--- config.mk ---
export PLATFORM = sky130hd
export DESIGN_NAME = multibyte_sub_seq
export DESIGN_NICKNAME = d
export VERILOG_FILES = /design/src/rtl/multibyte_sub_seq_pkg.sv /design/src/rtl/multibyte_sub_seq_adder8.sv /design/src/rtl/multibyte_sub_seq.sv
export SDC_FILE = /design/constraint.sdc
export NUM_CORES = 1
export LEC_CHECK = 0
export CORE_MARGIN = 4
export CORE_UTILIZATION = 46
export CTS_CLUSTER_SIZE = 10
export DETAILED_ROUTE_END_ITERATION = 6
export GPL_TIMING_DRIVEN = 1
export HOLD_SLACK_MARGIN = 0.08
export PLACE_DENSITY = 0.77
export SETUP_SLACK_MARGIN = 0.15
export SLEW_MARGIN = 20
export SYNTH_ARGS = -nofsm -noshare
export SYNTH_HDL_FRONTEND = slang
export SYNTH_SLANG_ARGS = --single-unit
--- constraint.sdc ---
create_clock -name clk -period 2.79 [get_ports clk]
set_input_delay 0.4185 -clock clk [delete_from_list [all_inputs] [get_ports clk]]
set_output_delay 0.4185 -clock clk [all_outputs]
set_load 0.01 [all_outputs]
--- src/rtl/multibyte_sub_seq_pkg.sv ---
// ============================================================================
// Module  : multibyte_sub_seq_pkg
// Brief   : Shared constants for the sequential multi-byte subtractor.
// Revision: 1.0 - initial release
// ============================================================================
`default_nettype none

package multibyte_sub_seq_pkg;

    localparam int BYTE_W = 8;

    localparam logic [1:0] S_IDLE = 2'd0;
    localparam logic [1:0] S_RUN  = 2'd1;
    localparam logic [1:0] S_DONE = 2'd2;

    // Byte-index counter width; a single-byte operand still needs one bit.
    function automatic int idx_width(input int nbytes);
        return (nbytes > 1) ? $clog2(nbytes) : 1;
    endfunction

endpackage : multibyte_sub_seq_pkg

`default_nettype wire

--- src/rtl/multibyte_sub_seq_adder8.sv ---
// ============================================================================
// Module  : adder8
// Brief   : 8-bit ripple stage: {cout, s} = a + b + cin.
// Revision: 1.0 - initial release
// ============================================================================
`default_nettype none

module adder8 (
    input  logic [7:0] a,
    input  logic [7:0] b,
    input  logic       cin,
    output logic [7:0] s,
    output logic       cout
);

    assign {cout, s} = {1'b0, a} + {1'b0, b} + {8'd0, cin};

endmodule : adder8

`default_nettype wire

--- src/rtl/multibyte_sub_seq.sv ---
// ============================================================================
// Module  : multibyte_sub_seq
// Brief   : Byte-serial op_a - op_b through one adder8, LSB byte first.
//           Optional signed-overflow flag enabled by macro SUB_OVERFLOW_EN.
// Revision: 1.0 - initial release
// ============================================================================
`default_nettype none

module multibyte_sub_seq
    import multibyte_sub_seq_pkg::*;
#(
    parameter int NBYTES = 4
) (
    input  logic                     clk,
    input  logic                     rst,
    input  logic                     start,
    input  logic [NBYTES*BYTE_W-1:0] op_a,
    input  logic [NBYTES*BYTE_W-1:0] op_b,
    output logic                     busy,
    output logic                     done,
    output logic [NBYTES*BYTE_W-1:0] diff,
    output logic                     borrow_out,
    output logic                     ovf
);

    localparam int                W    = NBYTES * BYTE_W;
    localparam int                IDXW = idx_width(NBYTES);
    localparam logic [IDXW-1:0]   LAST = IDXW'(NBYTES - 1);

    logic [1:0]        state_q,  state_d;
    logic [IDXW-1:0]   idx_q,    idx_d;
    logic              carry_q,  carry_d;
    logic [W-1:0]      a_q,      a_d;
    logic [W-1:0]      b_q,      b_d;
    logic [W-1:0]      diff_q,   diff_d;
    logic              done_q,   done_d;
    logic              borrow_q, borrow_d;
`ifdef SUB_OVERFLOW_EN
    logic              ovf_q,    ovf_d;
`endif

    logic [BYTE_W-1:0] w_a_byte;
    logic [BYTE_W-1:0] w_b_byte;
    logic [BYTE_W-1:0] w_sum;
    logic              w_cout;

    always_comb begin
        w_a_byte = '0;
        w_b_byte = '0;
        for (int k = 0; k < NBYTES; k++) begin
            if (idx_q == IDXW'(k)) begin
                w_a_byte = a_q[k*BYTE_W +: BYTE_W];
                w_b_byte = b_q[k*BYTE_W +: BYTE_W];
            end
        end
    end

    // Subtraction as A + ~B + 1; the carry register seeds the +1 and chains borrows.
    adder8 u_adder8 (
        .a    (w_a_byte),
        .b    (~w_b_byte),
        .cin  (carry_q),
        .s    (w_sum),
        .cout (w_cout)
    );

    always_comb begin
        state_d  = state_q;
        idx_d    = idx_q;
        carry_d  = carry_q;
        a_d      = a_q;
        b_d      = b_q;
        diff_d   = diff_q;
        done_d   = 1'b0;
        borrow_d = borrow_q;
`ifdef SUB_OVERFLOW_EN
        ovf_d    = ovf_q;
`endif
        case (state_q)
            S_IDLE: begin
                if (start) begin
                    a_d     = op_a;
                    b_d     = op_b;
                    carry_d = 1'b1;
                    idx_d   = '0;
                    state_d = S_RUN;
`ifdef SUB_OVERFLOW_EN
                    ovf_d   = 1'b0;
`endif
                end
            end
            S_RUN: begin
                for (int k = 0; k < NBYTES; k++) begin
                    if (idx_q == IDXW'(k)) begin
                        diff_d[k*BYTE_W +: BYTE_W] = w_sum;
                    end
                end
                carry_d = w_cout;
                idx_d   = idx_q + 1'b1;
                if (idx_q == LAST) begin
                    state_d = S_DONE;
                end
            end
            S_DONE: begin
                done_d   = 1'b1;
                borrow_d = ~carry_q;
`ifdef SUB_OVERFLOW_EN
                ovf_d    = (a_q[W-1] != b_q[W-1]) & (diff_q[W-1] != a_q[W-1]);
`endif
                state_d  = S_IDLE;
            end
            default: begin
                state_d = S_IDLE;
            end
        endcase
    end

    always_ff @(posedge clk) begin
        if (rst) begin
            state_q  <= S_IDLE;
            idx_q    <= '0;
            carry_q  <= 1'b1;
            a_q      <= '0;
            b_q      <= '0;
            diff_q   <= '0;
            done_q   <= 1'b0;
            borrow_q <= 1'b0;
`ifdef SUB_OVERFLOW_EN
            ovf_q    <= 1'b0;
`endif
        end else begin
            state_q  <= state_d;
            idx_q    <= idx_d;
            carry_q  <= carry_d;
            a_q      <= a_d;
            b_q      <= b_d;
            diff_q   <= diff_d;
            done_q   <= done_d;
            borrow_q <= borrow_d;
`ifdef SUB_OVERFLOW_EN
            ovf_q    <= ovf_d;
`endif
        end
    end

    assign busy       = (state_q == S_RUN);
    assign done       = done_q;
    assign diff       = diff_q;
    assign borrow_out = borrow_q;
`ifdef SUB_OVERFLOW_EN
    assign ovf        = ovf_q;
`else
    assign ovf        = 1'b0;
`endif

endmodule : multibyte_sub_seq

`default_nettype wire
==> results.py <==
metrics = {
    "run_status": {
        "status": "complete, but fails checks",
        "violations": "setup timing",
    },
    "setup_path": {
        "endpoint": "diff[15]",
        "cp.arrival_ns": 3.19,
        "end_kind": "flop",
        "worst_ep_required_time_ns": 3.07,
        "worstSetupPathDepth": 15,
        "critPathTopFamily": "compound AO/OA/AOI/OAI gates",
        "worstPathMaxFanout": 6,
        "crit_path_top_delay_cell": "dfxtp_2",
        "start_kind": "flop",
        "reg2reg_to": "diff[15]",
        "crit_buf_inv": 3,
        "crit_path_start": "idx_q[1]",
        "path_cells": "inv_4 -> ha_4 -> buf_6 -> buf_4 -> nand3b_1 -> a21oi_2 -> a21oi_1 -> nor2_1 -> a21o_1 -> ha_1 -> nor2b_1 -> o31a_1 -> o21ai_4 -> nor4_1 -> a211o_1",
        "rr_worst_depth": 15,
        "r2r_slack_ns": -0.13,
        "cpPeakStageDelay_ns": 0.37,
        "criticalPathCategory": "reg2reg",
        "reg2reg_from": "idx_q[1]",
    },
    "final_layout": {
        "fill_cells": 841,
        "final_cell_area_sq_mm": 0.00627,
        "fin_nets": 783,
        "final_common_cell": "nand2_1",
        "most-common-layout-cells": "177 x nand2_1, 114 x a21oi_1, 101 x dfxtp_1",
        "syn_to_final_growth_pct": 35.3,
        "multi_input_area_sq_mm": 0.00251,
        "drive_gt1_share_pct": 13.6,
        "antenna_cells": 0,
        "regArea_sq_mm": 0.00207,
    },
    "synthesis": {
        "async_reset_ff_share_pct": 0,
        "syn-num-nets": 683,
        "ys_ff_latch": 103,
        "yosys.area.top_type": "dfxtp_1",
        "synth-main-ff-cell": "dfxtp_1",
        "ys.warnings.count": 0,
        "synthTopCellsByArea": "dfxtp_1 45%, nand2_1 15%, a21oi_1 14%",
        "syn_avg_cell_area_sq_um": 7.68,
        "synth.distinct_cells": 38,
        "yosysTopAreaCellShare_pct": 44.5,
        "ys_seq_area_share_pct": 44.5,
        "synth_area_sq_mm": 0.00463,
        "synth_cells": 603,
        "synth-edff-count": 0,
    },
    "detailed_routing": {
        "drc": 0,
        "routed_via_density": 5.30,
        "wire_per_inst_um": 15.0,
        "postRouteAntennaNets": 0,
        "drt_wl_total_um": 12600,
        "num_vias": 4456,
        "first_pass_iters": 5,
        "first_iter_violations": 271,
    },
    "global_routing": {
        "antenna_found_initial": 0,
        "gr-total-overflow": 0,
        "grt_pass1_vias": 4305,
        "grt.total_usage_pct": 21.6,
        "grt_pass1_wl_um": 20100,
        "grt_max_degree": 59,
    },
    "timing": {
        "fin_skew_ns": 0.0116,
        "fin_hold_ws_ns": 0.461,
        "setup_violations": 14,
        "finalCriticalPeriod_ns": 2.92,
        "finalSetupTns_ns": -0.782,
        "finalHoldViolCount": 0,
        "grt_setup_unrepaired": "true",
        "period_share_pct": 104,
        "worst_slack_ns": -0.125,
        "slew_headroom_pct": 55.5,
        "worstMarginPinSlew_ns": 0.665,
        "clock.fmax_mhz": 343,
        "drv_slew": 0,
    },
    "clocking": {
        "cts_buffers": 9,
        "clock_sinks": 103,
        "hold_buffers": 0,
        "path_clk_slew_ns": 0.10,
        "clkLatencyLatePin_ns": 0.38,
        "h-tree-depth": 3,
        "cts_tree": "done",
        "cts_buffer_depth": 2,
        "clockRootBuffer": "clkbuf_8",
    },
    "job": {
        "maxCapViolCount": 0,
    },
    "pwr": {
        "ir_drop_uv": 243,
        "power_leakage_nw": 2.32,
        "pwr_density_cell_mw_per_mm2": 554,
    },
    "floorplanning": {
        "ios": 103,
        "start_util_pct": 47.4,
        "die_x_um": 108,
        "fp-row-count": 36,
        "dieArea_sq_mm": 0.0117,
        "die_y_um": 108,
        "core_area_sq_mm": 0.00977,
    },
    "worst_hold_path": {
        "hp-class": "reg2reg",
    },
    "place": {
        "gp_congestion": 0.887,
        "hpwl_um": 9030,
        "place_worst_setup_slack_ns": -0.103,
        "placed_cell_area_sq_mm": 0.00584,
        "io_buffers": 101,
    },
}
-- how the worst min path moves through the flow --
stage	startpoint	end	slack, ns	cells past startpoint
floorplan	carry_q	borrow_out	0.43	1
global placement	diff[2]	diff[2]	0.44	2
detailed placement	b_q[21]	b_q[21]	0.45	2
CTS	b_q[21]	b_q[21]	0.46	2
global route	a_q[19]	a_q[19]	0.48	2
finish	b_q[28]	b_q[28]	0.46	2
-- stage by stage --
step	util (%)	total power, mW	std cells
3_3_place_gp	59.8	2.38	817
4_1_cts	62.9	3.39	836
5_1_grt	64.2	3.64	841
2_1_floorplan	-	2.11	603
6_report	64.2	3.47	841
3_5_place_dp	59.8	2.41	817
-- state kept, by name, summed over array words and instances, names as in the netlist --
| signal | flops |
|---|---|
| a_q | 32 |
| idx_q | 2 |
| borrow_out | 1 |
| done | 1 |
| carry_q | 1 |
| state_q | 2 |
| b_q | 32 |
| diff | 32 |
-- worst min-delay path: stages (launching register included) --
cell	delay (ns)
dfxtp_1	0.32
nand2_1	0.05
a21oi_1	0.05
-- power by group --
| part | switching [mW] | leakage, nW | internal [mW] |
|---|---|---|---|
| Clock | 0.535 | 0.106 | 0.427 |
| Combinational | 0.465 | 1.37 | 0.442 |
| Sequential | 0.0528 | 0.843 | 1.55 |
| Total | 1.05 | 2.32 | 2.42 |
-- cells in the mapped netlist (all sizes together), types with 5 or more instances --
library cell,number
nand2,185
a21oi,125
dfxtp,103
clkbuf,31
nor2,29
nand3b,23
buf,14
o21ai,14
ha,11
a211oi,9
nor2b,6
a211o,5
inv,5
nor3b,5
o31ai,5
-- layer usage --
metal / global-route usage (%) / vias to the layer above / wire [um]
li1: - / 2226 / -
met5: 0 / - / 0
met3: 3.58 / 21 / 751
met1: 27.9 / 2060 / 5490
met2: 35.2 / 149 / 6080
met4: 10.2 / 0 / 277
-- area by class of cell --
class                   count  share of cell area, %
clock inverters             7                   1.30
well taps                 133                   2.65
flip-flops and latches    103                   33.0
repair buffers            134                   20.7
multi-input cells         450                   40.0
inverters                   5                  0.379
clock buffers               9                   1.98
-- logic make-up after synthesis --
kind of cell	synth area share [%]
and+or+nand+nor	25.4
xor gates and xnor gates	0.189
adders and majority gates	3.83
buffers and inverters	4.43
AOI/OAI and AO/OA	21.3
other	0.0809
muxes	0.216
DFF	44.5
-- repair_timing --
action | CTS | global route
gates resized for setup | 19 | 24
setup buffers | 2 | 5
pin swaps | 15 | 9
cloned | 1 | 0
setup endpoints to repair | 25 | 25
No activity file was read; power rests on OpenSTA's default activity.
